## config.mk

```make
export PLATFORM = sky130hd
export DESIGN_NAME = cmp_result_monitor_flat
export DESIGN_NICKNAME = d
export VERILOG_FILES = /design/src/rtl/cmp_result_monitor_if.sv /design/src/rtl/cmp_result_monitor.sv /design/src/flat_wrapper.sv
export SDC_FILE = /design/constraint.sdc
export NUM_CORES = 1
export LEC_CHECK = 0
export CAP_MARGIN = 20
export CORE_ASPECT_RATIO = 1.1
export CORE_MARGIN = 5
export CORE_UTILIZATION = 45
export CTS_CLUSTER_SIZE = 28
export DETAILED_ROUTE_END_ITERATION = 8
export DONT_BUFFER_PORTS = 1
export PLACE_DENSITY_LB_ADDON = 0.2
export REMOVE_ABC_BUFFERS = 1
export SYNTH_ARGS = -nofsm -noshare
export SYNTH_HDL_FRONTEND = slang
export SYNTH_SLANG_ARGS = --single-unit
```

## constraint.sdc

```tcl
create_clock -name clk -period 8.99 [get_ports clk]
set_input_delay 1.798 -clock clk [delete_from_list [all_inputs] [get_ports clk]]
set_output_delay 1.798 -clock clk [all_outputs]
set_load 0.05 [all_outputs]
```

## src/rtl/cmp_result_monitor_if.sv

```systemverilog
// Sample/result bundle between the comparator and its checker/statistics stage.
interface cmp_result_monitor_if #(
  parameter int WIDTH = 32,
  parameter int CNT_W = 16
);
  // in_valid qualifies a/b/gt/lt/eq for exactly one cycle. There is no ready:
  // every valid sample is consumed. Result pulses are single-cycle strobes.
  logic             clear;
  logic             in_valid;
  logic [WIDTH-1:0] a;
  logic [WIDTH-1:0] b;
  logic             gt;
  logic             lt;
  logic             eq;

  logic             stat_valid;
  logic [CNT_W-1:0] stat_gt;
  logic [CNT_W-1:0] stat_lt;
  logic [CNT_W-1:0] stat_eq;
  logic             cross_valid;
  logic [WIDTH-1:0] cross_a;
  logic [WIDTH-1:0] cross_b;
  logic             cross_dir;
  logic             err;
  logic [7:0]       err_count;

  modport master (
    output clear, in_valid, a, b, gt, lt, eq,
    input  stat_valid, stat_gt, stat_lt, stat_eq,
    input  cross_valid, cross_a, cross_b, cross_dir, err, err_count
  );

  modport slave (
    input  clear, in_valid, a, b, gt, lt, eq,
    output stat_valid, stat_gt, stat_lt, stat_eq,
    output cross_valid, cross_a, cross_b, cross_dir, err, err_count
  );
endinterface

```

## src/rtl/cmp_result_monitor.sv

```systemverilog
// Checker/statistics stage behind the magnitude comparator: flag verification,
// windowed outcome counts and lt/gt crossover capture.
module cmp_result_monitor #(
  parameter int WIDTH   = 32,
  parameter int WIN_LEN = 256,
  parameter int CNT_W   = 16
) (
  input  logic                clk,
  input  logic                reset,
  cmp_result_monitor_if.slave mon,
  output logic [1:0]          dbg_state
);
  typedef enum logic [1:0] {
    IDLE   = 2'd0,
    ACCUM  = 2'd1,
    REPORT = 2'd2
  } state_t;

  localparam logic [CNT_W-1:0] LAST_IDX = CNT_W'(WIN_LEN - 1);

  state_t           state;
  state_t           state_nxt;
  logic [CNT_W-1:0] sample_cnt;
  logic [CNT_W-1:0] acc_gt;
  logic [CNT_W-1:0] acc_lt;
  logic [CNT_W-1:0] acc_eq;
  logic [CNT_W-1:0] tot_gt;
  logic [CNT_W-1:0] tot_lt;
  logic [CNT_W-1:0] tot_eq;
  logic             dir_valid;
  logic             dir_gt;
  logic [2:0]       ref_flags;
  logic             sample_err;
  logic             sample_ok;
  logic             win_done;
  logic             cross_hit;

  assign ref_flags  = {mon.a > mon.b, mon.a < mon.b, mon.a == mon.b};
  assign sample_err = mon.in_valid && ({mon.gt, mon.lt, mon.eq} != ref_flags);
  assign sample_ok  = mon.in_valid && !sample_err;
  assign win_done   = mon.in_valid && (sample_cnt == LAST_IDX);
  assign cross_hit  = sample_ok && dir_valid &&
                      ((mon.gt && !dir_gt) || (mon.lt && dir_gt));

  // Totals including the current sample, so a closing sample lands in its window.
  assign tot_gt = acc_gt + CNT_W'(sample_ok && mon.gt);
  assign tot_lt = acc_lt + CNT_W'(sample_ok && mon.lt);
  assign tot_eq = acc_eq + CNT_W'(sample_ok && mon.eq);

  assign dbg_state = state;

  always_ff @(posedge clk or posedge reset) begin
    if (reset) begin
      state <= IDLE;
    end else begin
      state <= state_nxt;
    end
  end

  always_comb begin
    state_nxt = state;
    case (state)
      IDLE:    if (mon.in_valid) state_nxt = ACCUM;
      ACCUM:   if (win_done) state_nxt = REPORT;
      REPORT:  state_nxt = ACCUM;
      default: state_nxt = IDLE;
    endcase
    if (mon.clear) state_nxt = IDLE;
  end

  always_ff @(posedge clk or posedge reset) begin
    if (reset) begin
      sample_cnt      <= '0;
      acc_gt          <= '0;
      acc_lt          <= '0;
      acc_eq          <= '0;
      dir_valid       <= 1'b0;
      dir_gt          <= 1'b0;
      mon.stat_valid  <= 1'b0;
      mon.stat_gt     <= '0;
      mon.stat_lt     <= '0;
      mon.stat_eq     <= '0;
      mon.cross_valid <= 1'b0;
      mon.cross_a     <= '0;
      mon.cross_b     <= '0;
      mon.cross_dir   <= 1'b0;
      mon.err         <= 1'b0;
      mon.err_count   <= '0;
    end else if (mon.clear) begin
      sample_cnt      <= '0;
      acc_gt          <= '0;
      acc_lt          <= '0;
      acc_eq          <= '0;
      dir_valid       <= 1'b0;
      dir_gt          <= 1'b0;
      mon.stat_valid  <= 1'b0;
      mon.stat_gt     <= '0;
      mon.stat_lt     <= '0;
      mon.stat_eq     <= '0;
      mon.cross_valid <= 1'b0;
      mon.cross_a     <= '0;
      mon.cross_b     <= '0;
      mon.cross_dir   <= 1'b0;
      mon.err         <= 1'b0;
      mon.err_count   <= '0;
    end else begin
      mon.stat_valid  <= win_done;
      mon.cross_valid <= cross_hit;
      if (mon.in_valid) begin
        if (win_done) begin
          sample_cnt  <= '0;
          acc_gt      <= '0;
          acc_lt      <= '0;
          acc_eq      <= '0;
          mon.stat_gt <= tot_gt;
          mon.stat_lt <= tot_lt;
          mon.stat_eq <= tot_eq;
        end else begin
          sample_cnt <= sample_cnt + 1'b1;
          acc_gt     <= tot_gt;
          acc_lt     <= tot_lt;
          acc_eq     <= tot_eq;
        end
      end
      if (sample_err) begin
        mon.err <= 1'b1;
        if (mon.err_count != 8'hFF) mon.err_count <= mon.err_count + 8'd1;
      end
      // Equal samples bridge a crossover: only clean gt/lt samples move last_dir.
      if (sample_ok && (mon.gt || mon.lt)) begin
        dir_valid <= 1'b1;
        dir_gt    <= mon.gt;
      end
      if (cross_hit) begin
        mon.cross_a   <= mon.a;
        mon.cross_b   <= mon.b;
        mon.cross_dir <= mon.gt;
      end
    end
  end
endmodule
```

## src/flat_wrapper.sv

```systemverilog
// flat-port wrapper written by rule: the top's interface ports become plain ports
module cmp_result_monitor_flat 
#(
  parameter int WIDTH   = 32,
  parameter int WIN_LEN = 256,
  parameter int CNT_W   = 16
)
  (clk, reset, dbg_state, mon_clear, mon_in_valid, mon_a, mon_b, mon_gt, mon_lt, mon_eq, mon_stat_valid, mon_stat_gt, mon_stat_lt, mon_stat_eq, mon_cross_valid, mon_cross_a, mon_cross_b, mon_cross_dir, mon_err, mon_err_count);
  cmp_result_monitor_if #(.WIDTH(WIDTH), .CNT_W(CNT_W)) mon_i ();
  input  logic clk;
  input  logic reset;
  output logic [1:0] dbg_state;
  input wire logic [$bits(mon_i.clear)-1:0] mon_clear;
  input wire logic [$bits(mon_i.in_valid)-1:0] mon_in_valid;
  input wire logic [$bits(mon_i.a)-1:0] mon_a;
  input wire logic [$bits(mon_i.b)-1:0] mon_b;
  input wire logic [$bits(mon_i.gt)-1:0] mon_gt;
  input wire logic [$bits(mon_i.lt)-1:0] mon_lt;
  input wire logic [$bits(mon_i.eq)-1:0] mon_eq;
  output wire logic [$bits(mon_i.stat_valid)-1:0] mon_stat_valid;
  output wire logic [$bits(mon_i.stat_gt)-1:0] mon_stat_gt;
  output wire logic [$bits(mon_i.stat_lt)-1:0] mon_stat_lt;
  output wire logic [$bits(mon_i.stat_eq)-1:0] mon_stat_eq;
  output wire logic [$bits(mon_i.cross_valid)-1:0] mon_cross_valid;
  output wire logic [$bits(mon_i.cross_a)-1:0] mon_cross_a;
  output wire logic [$bits(mon_i.cross_b)-1:0] mon_cross_b;
  output wire logic [$bits(mon_i.cross_dir)-1:0] mon_cross_dir;
  output wire logic [$bits(mon_i.err)-1:0] mon_err;
  output wire logic [$bits(mon_i.err_count)-1:0] mon_err_count;
  assign mon_i.clear = mon_clear;
  assign mon_i.in_valid = mon_in_valid;
  assign mon_i.a = mon_a;
  assign mon_i.b = mon_b;
  assign mon_i.gt = mon_gt;
  assign mon_i.lt = mon_lt;
  assign mon_i.eq = mon_eq;
  assign mon_stat_valid = mon_i.stat_valid;
  assign mon_stat_gt = mon_i.stat_gt;
  assign mon_stat_lt = mon_i.stat_lt;
  assign mon_stat_eq = mon_i.stat_eq;
  assign mon_cross_valid = mon_i.cross_valid;
  assign mon_cross_a = mon_i.cross_a;
  assign mon_cross_b = mon_i.cross_b;
  assign mon_cross_dir = mon_i.cross_dir;
  assign mon_err = mon_i.err;
  assign mon_err_count = mon_i.err_count;
  cmp_result_monitor #(.WIDTH(WIDTH), .WIN_LEN(WIN_LEN), .CNT_W(CNT_W)) u_core (.clk(clk), .reset(reset), .mon(mon_i), .dbg_state(dbg_state));
endmodule
```

# Word level (Yosys, flattened, before mapping)
# Index checks and enable logic that the tools add are counted.
[totals]
reg_bits = 192
inputBits = 71
out_inout_bits = 126
wordCells = 99
[classes]
add_sub_neg = 5
order_cmp = 2
n_eq_ne = 8
n_mux = 42
reduce_logical = 25
[op_table]
columns = ["op", "count"]
rows = [
  ["$mux 16", 21],
  ["$mux 32", 4],
  ["$add 16x1->16", 3],
  ["$eq 32x32->1", 1],
  ["$gt 32x32->1", 1],
  ["$lt 32x32->1", 1],
  ["$mux 8", 3],
  ["$add 16x1->16 const B", 1],
  ["$eq 16x8->1 const B", 1],
  ["$reduce_bool 2->1", 6],
  ["$logic_and 1x1->1", 11],
  ["$mux 1", 10],
  ["$add 8x1->8 const B", 1],
  ["$ne 8x8->1 const B", 1],
  ["$mux 2", 3],
  ["$pmux 2 s3", 1],
  ["$reduce_and 2->1", 3],
  ["$ne 3x2->1 const B", 1],
  ["$ne 3x3->1", 1],
  ["$ne 3x3->1 const B", 1],
  ["$eq 2x1->1 const B", 1],
  ["$eq 2x2->1 const B", 1],
  ["$logic_not 1->1", 2],
  ["$logic_not 2->1", 1],
  ["$logic_or 1x1->1", 2],
]

# Longest topological paths before layout
# Gate-level depths: netlist of the first run.
[depth]
word_depth = 10
ltp_mapped = 20
mapped_depth_nobuf = 17

# Worst setup path before layout of the first run
# No wires, ideal clock.
[synth_path]
path_type = "input to register"
start = "in mon_b[15]"
end = "reg u_core.mon.stat_eq[15]"
setup_time_ns = 0.094
arrival_time_ns = 5.771
required_ns = 8.896
slack_ns = 3.125
path_stages = 20
n_path_buf = 3
path_cell_list = "inv_1 > ha_1 > nand4_2 > or4_4 > or4_1 > a21oi_2 > o21a_1 > buf_6 > o21ai_0 > nor2_1 > ha_1 > nand3_1 > nor4_1 > and2_1 > clkbuf_1 > and3_1 > clkbuf_1 > nand2_1 > xor2_1 > a211oi_1"
[synth_between]
elab_chain_cells = 10
elab_cells_between_ends = 12
cone_classes = "1 x add/sub; 2 x order compare; 2 x eq/ne; 3 x mux; 4 x reduce/logical"
[synth_lines]
columns = ["element", "line", "source"]
rows = [
  ["start, declared", "flat_wrapper.sv:16", "input wire logic [$bits(mon_i.b)-1:0] mon_b;"],
  ["$lt 32x32->1, or another cell as far along", "cmp_result_monitor.sv:38", "assign ref_flags = {mon.a > mon.b, mon.a < mon.b, mon.a == mon.b};"],
  ["$ne 3x3->1 *", "cmp_result_monitor.sv:39", "assign sample_err = mon.in_valid && ({mon.gt, mon.lt, mon.eq} != ref_flags);"],
  ["$logic_and 1x1->1 *", "cmp_result_monitor.sv:39", ""],
  ["$logic_not 1->1 *", "cmp_result_monitor.sv:40", "assign sample_ok = mon.in_valid && !sample_err;"],
  ["$logic_and 1x1->1 *", "cmp_result_monitor.sv:40", ""],
  ["$logic_and 1x1->1 *", "cmp_result_monitor.sv:48", "assign tot_eq = acc_eq + CNT_W'(sample_ok && mon.eq);"],
  ["$add 16x1->16 *", "cmp_result_monitor.sv:48", ""],
  ["$mux 16 *", "cmp_result_monitor.sv:110", "if (win_done) begin"],
  ["$mux 16 *", "cmp_result_monitor.sv:109", "if (mon.in_valid) begin"],
  ["$mux 16 *", "cmp_result_monitor.sv:89", "end else if (mon.clear) begin"],
  ["end signal, assigned", "cmp_result_monitor.sv:117", "mon.stat_eq <= tot_eq;"],
  ["end, declared", "cmp_result_monitor_if.sv:35", "output stat_valid, stat_gt, stat_lt, stat_eq,"],
]
# Mark *: on every way between the ends. The rest lies on a longest branch, timed or not. The select of a mux whose other input is x is not followed.
# A chain may end at the register's enable or synchronous reset.

# Worst setup path in the final report of the first run
# Ends and elaborated chain as after synthesis.

==> results.cfg, run 1 <==
[drt]
dr.first_iter.drc_count = 460
first_pass_iters = 4
drt-vias-per-instance = 5.568
wire_per_inst_um = 18.34
drcViolationCount = 0
wl_mm = 22.69
antenna_left = 0
vias = 6887

[timing]
fin_crit_ns = 5.948
setup_viol = 0
fmaxAchievable_mhz = 168.1
finalCritPeriodShare = 0.6617
hold_ws_ns = 0.4994
worst_pin_slew_ns = 0.9352
grt_setup_unrepaired = false
finalHoldViolCount = 0
maxSlewHeadroom = 0.3765
skew_ns = 0.01727
maxSlewViolCount = 0
fin_tns_setup_ns = 0

[die]
die_height_um = 163.0
die_w_um = 149.1
core-area_um2 = 21160
dieArea_um2 = 24300
io_pins = 197
start_util = 0.4525
num_rows = 56

[setup_path]
cp.arrival_ns = 6.29
required_ns = 9.33
path_class = in2reg
worstPathMaxFanout = 12
crit_slowest_cell = nor2_1
max_stage_delay_ns = 0.67
end_kind = flip-flop
start_kind = input port
path_cells = inv_1 -> ha_1 -> nand4_2 -> or4_4 -> nor3_1 -> o2111ai_1 -> nor2_1 -> o21ai_0 -> nor2_1 -> ha_1 -> nand3_1 -> nor4_1 -> and2_1 -> and3_1 -> nand2_1 -> xor2_1 -> a211oi_1

[clocking]
clkSlewWorstSetupHoldPaths_ns = 0.07
h-tree-depth = 4
cts_root_buf = clkbuf_16
cts_setup_buffers = 0
cts_buffers = 17
cts.path.max_buffers = 2
cts_tree = yes
post_cts_resized = 0
hold_buffers = 0
cts_sinks = 192
worstSkewPairLatency_ns = 0.43

[power]
p_per_area_nw_per_um2 = 168.6
p_leak_nw = 4.581
ir_drop_mv = 0.1260

[min_path]
hp-class = reg2reg

[layout]
final_cell_mix = 192 x dfrtp_1, 114 x nand2_1, 85 x nor2_1
antennaDiodeCount = 0
nNetsFinal = 1046
drive_above_1_share = 0.06019
final_cells = 1237
area_growth_pct = 7.645
final_common_cell = dfrtp_1

[job]
max_cap_viol_count = 0

[synth]
synth_cell_types = 49
netlist_area_um2 = 9574
synth-seq-cells = 192
async_flop_share = 1.000
yosysWarnings = 0
syn_avg_cell_area_um2 = 9.891
ys.flop_type = dfrtp_1
syn_inst = 968
synth-edff-count = 0
yosysSeqAreaShare = 0.5018

[grt]
grt_max_degree = 121
grt_pass1_vias = 6775
grt_usage = 0.1889
grt_pass1_wl_mm = 37.05
grt.overflow.total = 0
antenna_found_initial = 0

[placement]
portBuffers = 0
dp_hpwl_mm = 15.20
placedCellCount = 1206
place_congestion = 0.8249

[status]
status = finished clean
[sequential cells by signal (all words and copies together), names as in the netlist, 2 cells and up]
register and count:
u_core.sample_cnt 16, u_core.acc_eq 16, u_core.mon.stat_gt 16, u_core.mon.cross_a 32
u_core.mon.stat_eq 16, u_core.dbg_state 2, u_core.mon.stat_lt 16, u_core.acc_lt 16
u_core.mon.err_count 8, u_core.acc_gt 16, u_core.mon.cross_b 32
[cells in the mapped netlist, types with 3 or more instances]
cell | number | area [um2]
a21o_1 | 3 | 22.52
a211oi_1 | 44 | 330.3
and2_1 | 5 | 31.28
nand3b_1 | 4 | 30.03
a22o_1 | 65 | 569.3
nor2_1 | 85 | 319.1
a22oi_1 | 5 | 37.54
inv_1 | 40 | 150.1
nor4_1 | 8 | 50.05
nand2_1 | 114 | 427.9
ha_1 | 40 | 500.5
nand3_1 | 19 | 95.09
mux2_2 | 6 | 67.56
and4_1 | 8 | 70.07
or2_2 | 5 | 31.28
nand2b_1 | 4 | 25.02
clkbuf_1 | 42 | 157.7
nand4_1 | 14 | 87.58
buf_2 | 8 | 40.04
xnor2_1 | 24 | 210.2
o21a_1 | 3 | 22.52
buf_8 | 4 | 60.06
nor3_1 | 15 | 75.07
nor2b_1 | 8 | 50.05
a21oi_1 | 41 | 205.2
or4_1 | 3 | 22.52
xor2_1 | 32 | 280.3
and3_1 | 12 | 75.07
o21ai_0 | 71 | 355.3
dfrtp_1 | 192 | 4805
o31ai_1 | 19 | 142.6
or3_1 | 3 | 18.77
[power by group]
part           switching [mW]  internal [mW]
logic                  0.0614         0.0264
registers              0.0127          0.867
clock network           0.347          0.423
[metal layers]
| metal | GRT usage | up-vias | wire (um) |
|---|---|---|---|
| li1 | - | 3366 | - |
| met1 | 0.2532 | 3357 | 10110 |
| met2 | 0.3040 | 141 | 10940 |
| met3 | 0.05232 | 23 | 1260 |
| met4 | 0.04952 | 0 | 376 |
| met5 | 0 | - | 0 |
[area by class of cell]
| cell class | count | area (um2) |
|---|---|---|
| Fill cell | 1956 | 10850 |
| Sequential cell | 192 | 4805 |
| Multi-Input combinational cell | 677 | 4338 |
| Clock buffer | 18 | 439.2 |
| Tap cell | 290 | 362.8 |
| Inverter | 40 | 157.7 |
| Clock inverter | 13 | 151.4 |
| Timing Repair Buffer | 7 | 52.55 |
[critical path: cells and delay by family]
family,cells,cell delay [ns]
buffers and inverters,1,0.02
XOR/XNOR,1,0.15
AO/OA/AOI/OAI,3,0.63
adder cells (fa/ha/maj),2,0.56
AND/OR/NAND/NOR,10,3.11
[final timing paths]
| check | slack [ns] | startpoint | cells past startpoint | endpoint |
|---|---|---|---|---|
| min in group asynchronous | 1.38 | reset | 1 | u_core.mon.stat_lt[2] |
| worst min-delay path | 0.50 | u_core.acc_lt[15] | 1 | u_core.acc_lt[15] |
| worst min register to register | 0.50 | u_core.acc_lt[15] | 1 | u_core.acc_lt[15] |
| max in group asynchronous | 6.16 | reset | 2 | u_core.acc_eq[2] |
| worst max register to register | 5.69 | u_core.sample_cnt[0] | 10 | u_core.acc_eq[6] |
| worst max-delay path | 3.04 | mon_b[15] | 17 | u_core.mon.stat_eq[15] |
[logic make-up after synthesis]
kind of cell / synth area share
and+or+nand+nor: 0.1504
xor gates and xnor gates: 0.05123
AOI/OAI and AO/OA: 0.1877
muxes: 0.009148
DFF: 0.5018
adders and majority gates: 0.05227
buffers and inverters: 0.04744
[stage by stage]
step	setup slack (ns)	util	total power, mW	instance area [um2]
4_1_cts	3.014	0.4871	1.760	10310
2_1_floorplan	1.522	-	0.9592	9270
3_3_place_gp	2.649	0.4591	0.9855	9716
6_report	3.042	0.4871	1.737	10310
3_5_place_dp	2.553	0.4591	0.9863	9716
5_1_grt	2.531	0.4871	1.810	10310
No activity file was read; power rests on OpenSTA's default activity.
==> inputs of run 2 (changes only) <==
==> constraint.sdc (replaced) <==
create_clock -name clk -period 6.1 [get_ports clk]
set_input_delay 1.22 -clock clk [delete_from_list [all_inputs] [get_ports clk]]
set_output_delay 1.22 -clock clk [all_outputs]
set_load 0.05 [all_outputs]
==> run 2 against run 1 <==
Die area unchanged. Sequential share of layout area increased by 0.057 points. First-iteration DRC count decreased by 2.2%. Final area decreased by 0.12%. Clock-buffer cell count unchanged. Utilization decreased by 0.059 points. Worst hold slack improved by 0.00051 ns. Sequential cell count unchanged. Cell count increased by 0.32%. Non-clock buffer count increased by 3. Sequential power increased by 48%. Critical path type unchanged.
==> results.cfg, run 2 (same netlist as run 1, synthesis figures left out) <==
[clocking]
cts_buffers = 17
h-tree-depth = 4
cts_sinks = 192
cts.path.max_buffers = 2
post_cts_resized = 0
clkSlewWorstSetupHoldPaths_ns = 0.07
cts_setup_buffers = 0
cts_root_buf = clkbuf_16
hold_buffers = 0
worstSkewPairLatency_ns = 0.43
cts_tree = yes

[timing]
finalCritPeriodShare = 0.8344
worst_pin_slew_ns = 0.9745
grt_setup_unrepaired = false
setup_viol = 0
finalHoldViolCount = 0
maxSlewViolCount = 0
hold_ws_ns = 0.4999
fmaxAchievable_mhz = 196.5
maxSlewHeadroom = 0.3503
skew_ns = 0.009745
fin_tns_setup_ns = 0
fin_crit_ns = 5.090

[setup_path]
crit_slowest_cell = or4_4
max_stage_delay_ns = 0.56
path_cells = inv_1 -> ha_1 -> nand4_2 -> or4_4 -> or4_1 -> a21oi_2 -> o21a_1 -> o21ai_0 -> nor2_1 -> ha_1 -> nand3_1 -> nor4_1 -> buf_4 -> and2_1 -> and3_1 -> nand2_1 -> xor2_1 -> a211oi_1
critical_path.most_common_cell = ha_1
path_class = in2reg
end_kind = flip-flop
r2r_cells = 10
worstPathMaxFanout = 10
cp.arrival_ns = 5.43
required_ns = 6.44
start_kind = input port

[status]
status = finished clean

[power]
p_per_area_nw_per_um2 = 242.6
p_clk_frac = 0.429
ir_drop_mv = 0.1795
p_leak_nw = 4.584
combPwrFrac = 0.052
swShare = 0.2534
switchingPower_mw = 0.6326
internal_power_mw = 1.864
seqPwrFrac = 0.519

[grt]
grt.overflow.total = 0
grt_max_degree = 141
antenna_found_initial = 0
grt_usage = 0.1894
grt_pass1_vias = 6855
grt_pass1_wl_mm = 37.16

[die]
dieArea_um2 = 24300
die_w_um = 149.1
die_height_um = 163.0
core-area_um2 = 21160
num_rows = 56
start_util = 0.4525
io_pins = 197

[drt]
wl_mm = 22.48
vias = 6867
wire_per_inst_um = 18.12
drt-vias-per-instance = 5.533
dr.first_iter.drc_count = 450
drcViolationCount = 0
first_pass_iters = 4
antenna_left = 0

[layout]
drive_above_1_share = 0.06414
seq_area_um2 = 4805
fin_area_um2 = 10290
reg_top3 = u_core.mon.cross_a: 32 flops, u_core.mon.cross_b: 32 flops
nNetsFinal = 1049
fill_cells = 2015
multi_input_area_um2 = 4338
area_growth_pct = 7.514
final_common_cell = dfrtp_1
antennaDiodeCount = 0
final_cell_mix = 192 x dfrtp_1, 114 x nand2_1, 85 x nor2_1

[placement]
dp_hpwl_mm = 15.21
place_congestion = 0.8137
portBuffers = 0
dpl-instance-area_um2 = 9738

[min_path]
hp-class = reg2reg
hold_depth = 1

[job]
max_cap_viol_count = 0
==> run 2: changes by cell type in the layout (fill, tap and decap cells not counted), sizes merged <==
cell / before / now
bufinv: 2 / 0
inv: 46 / 49
buf: 7 / 10
==> run 2: critical path: cells and delay by family <==
kind / cells / cell delay [ns]
AO/OA/AOI/OAI: 4 / 0.92
XOR/XNOR: 1 / 0.15
adder cells (fa/ha/maj): 2 / 0.56
buffers and inverters: 2 / 0.20
AND/OR/NAND/NOR: 9 / 2.37
==> run 2: power by group through the flow <==
stage	Sequential, mW	Combinational, mW	Clock [mW]
floorplan	1.32	0.0947	0
global placement	1.32	0.130	0
detailed placement	1.32	0.132	0
CTS	1.30	0.133	1.10
global route	1.30	0.153	1.15
finish	1.30	0.129	1.07
==> run 2: area by class of cell <==
type,instances,share of cell area
clock buffers,18,0.04266
clock inverters,14,0.01130
inverters,40,0.01532
multi-input cells,677,0.4214
flip-flops and latches,192,0.4668
well taps,290,0.03525
repair buffers,10,0.007293
==> run 2: stage by stage <==
step / std cells / total power, mW / utilization / setup slack [ns]
after floorplan: 909 / 1.414 / - / -0.7903
after global placement: 1209 / 1.451 / 0.4602 / 0.7029
after detailed placement: 1209 / 1.454 / 0.4602 / 0.5747
after CTS: 1241 / 2.531 / 0.4865 / 1.009
after global routing: 1241 / 2.603 / 0.4865 / 0.6427
final: 1241 / 2.497 / 0.4865 / 1.010
==> run 2: path summary, 6_finish.rpt <==
check	startpoint	endpoint	slack, ns
min reg2reg	u_core.acc_gt[15]	u_core.acc_gt[15]	0.50
max reg2reg	u_core.sample_cnt[0]	u_core.acc_eq[6]	3.14
min	u_core.acc_gt[15]	u_core.acc_gt[15]	0.50
min in group asynchronous	reset	u_core.mon.stat_lt[3]	0.85
max	mon_b[15]	u_core.mon.stat_eq[15]	1.01
max in group asynchronous	reset	u_core.mon.err_count[2]	4.01
==> run 2: routing by layer <==
metal | vias to the layer above | part of all wire | global-route usage
met5 | - | 0 | 0
met1 | 3334 | 0.45 | 0.2490
met2 | 126 | 0.48 | 0.3071
met4 | 0 | 0.018 | 0.05660
li1 | 3382 | - | -
met3 | 25 | 0.051 | 0.05260
==> inputs of run 3 (changes only) <==
==> constraint.sdc (replaced) <==
create_clock -name clk -period 4.7 [get_ports clk]
set_input_delay 0.94 -clock clk [delete_from_list [all_inputs] [get_ports clk]]
set_output_delay 0.94 -clock clk [all_outputs]
set_load 0.05 [all_outputs]
==> run 3 against run 2 <==
Critical path depth is 1 lower. Power is 31% higher. Combinational power is 34% higher. Critical path type unchanged. Sequential cell count stayed put. Sequential share of layout area is 0.77 points lower. Setup slack worse by 0.63 ns.
==> results.cfg, run 3 (same netlist as run 1, synthesis figures left out) <==
[status]
status = finished clean

[drt]
first_pass_iters = 4
drcViolationCount = 0
wire_per_inst_um = 18.01
antenna_left = 0
dr.first_iter.drc_count = 346
drt-vias-per-instance = 5.504
vias = 6935
wl_mm = 22.70

[setup_path]
path_class = in2reg
startpoint = mon_b[13]
start_kind = input port
r2r_end = u_core.acc_eq[15]
r2r_cells = 9
r2r_slack_ns = 1.82
required_ns = 5.03
end_kind = flip-flop
worstPathMaxFanout = 5
cp.arrival_ns = 4.64
worstSetupEndpoint = u_core.mon.stat_eq[15]
timing.rr.start = u_core.sample_cnt[0]

[placement]
place_congestion = 0.8435
dpl-instance-area_um2 = 9893
dp_hpwl_mm = 15.33
dp_slack_ns = -0.06577
portBuffers = 0

[layout]
drive_above_1_share = 0.08144
antennaDiodeCount = 0
fin_area_um2 = 10470
final_common_cell = dfrtp_1
final_cell_mix = 192 x dfrtp_1, 114 x nand2_1, 85 x nor2_1
reg_top3 = u_core.mon.cross_a: 32 flops, u_core.mon.cross_b: 32 flops
nNetsFinal = 1068
area_growth_pct = 9.318

[timing]
grt_setup_unrepaired = false
worst_pin_slew_ns = 0.9676
fmaxAchievable_mhz = 231.7
setup_ws_ns = 0.3842
fin_crit_ns = 4.316
setup_viol = 0
finalCritPeriodShare = 0.9183
maxSlewHeadroom = 0.3549
skew_ns = 0.01407
maxSlewViolCount = 0
finalHoldViolCount = 0

[min_path]
hold_depth = 1
hp-class = reg2reg

[clocking]
h-tree-depth = 4
clkSlewWorstSetupHoldPaths_ns = 0.07
cts_root_buf = clkbuf_16
cts_buffers = 17
hold_buffers = 0
post_cts_resized = 0
cts_setup_buffers = 0
cts.path.max_buffers = 2
worstSkewPairLatency_ns = 0.43
cts_tree = yes
cts_sinks = 192

[grt]
grt_pass1_vias = 6960
antenna_found_initial = 0
grt_pass1_wl_mm = 37.58
grt_max_degree = 136
grt.overflow.total = 0
grt_usage = 0.1922

[die]
die_height_um = 163.0
dieArea_um2 = 24300
io_pins = 197
die_w_um = 149.1
start_util = 0.4525
num_rows = 56
core-area_um2 = 21160

[power]
p_leak_nw = 4.684
seqPwrFrac = 0.513
internal_power_mw = 2.472
swShare = 0.2467
p_clk_frac = 0.435
ir_drop_mv = 0.2314
switchingPower_mw = 0.8094
p_per_area_nw_per_um2 = 313.5
combPwrFrac = 0.053

[job]
max_cap_viol_count = 0
## run 3: metrics by stage
stage / hold WS, ns / total power [mW] / std cells / utilization / TNS [ns]
after detailed placement: 0.4890 / 1.892 / 1228 / 0.4675 / -0.06577
final: 0.5055 / 3.282 / 1260 / 0.4946 / 0
after global placement: 0.4872 / 1.889 / 1228 / 0.4675 / 0
after global routing: 0.5295 / 3.421 / 1260 / 0.4946 / 0
after CTS: 0.5048 / 3.330 / 1260 / 0.4946 / 0
after floorplan: 0.4656 / 1.835 / 909 / - / -457.16
## run 3: power groups by stage
stage / combinational (mW) / sequential, mW / clock (mW)
finish: 0.173 / 1.68 / 1.43
global route: 0.204 / 1.68 / 1.53
CTS: 0.178 / 1.68 / 1.47
detailed placement: 0.177 / 1.71 / 0
global placement: 0.174 / 1.71 / 0
floorplan: 0.123 / 1.71 / 0
## run 3: worst min-delay path by stage
stage | start | end
floorplan | u_core.acc_eq[15] | u_core.acc_eq[15]
global placement | u_core.acc_gt[15] | u_core.acc_gt[15]
detailed placement | u_core.acc_eq[15] | u_core.acc_eq[15]
CTS | u_core.acc_gt[15] | u_core.acc_gt[15]
global route | u_core.acc_gt[15] | u_core.acc_gt[15]
finish | u_core.acc_gt[15] | u_core.acc_gt[15]
## run 3: critical path: stages
cell and delay [ns]:
inv_1 0.02, ha_1 0.30, nand4_2 0.15, or4_4 0.54
or4_1 0.44, a21oi_2 0.19, o21a_1 0.16, o21ai_0 0.10
nor2_1 0.21, ha_1 0.23, nand3_1 0.09, nor4_1 0.32
and2_1 0.19, and3_1 0.25, nand2_1 0.12, xor2_1 0.15
a211oi_1 0.24
## run 3: final cells by class
cell class | instances | area (um2)
clock buffers | 19 | 442.9
clock inverters | 13 | 130.1
fillers | 1961 | 10690
repair buffers | 29 | 230.2
multi-input cells | 677 | 4338
inverters | 40 | 157.7
well taps | 290 | 362.8
flip-flops and latches | 192 | 4805
## run 3: per-layer routing
metal	track usage	part of all wire	wire length (um)	up-vias
li1	-	-	-	3417
met1	0.2595	0.44	10030	3356
met2	0.3083	0.49	11150	140
met3	0.04509	0.050	1146	22
met4	0.06034	0.017	378	0
met5	0	0	0	-
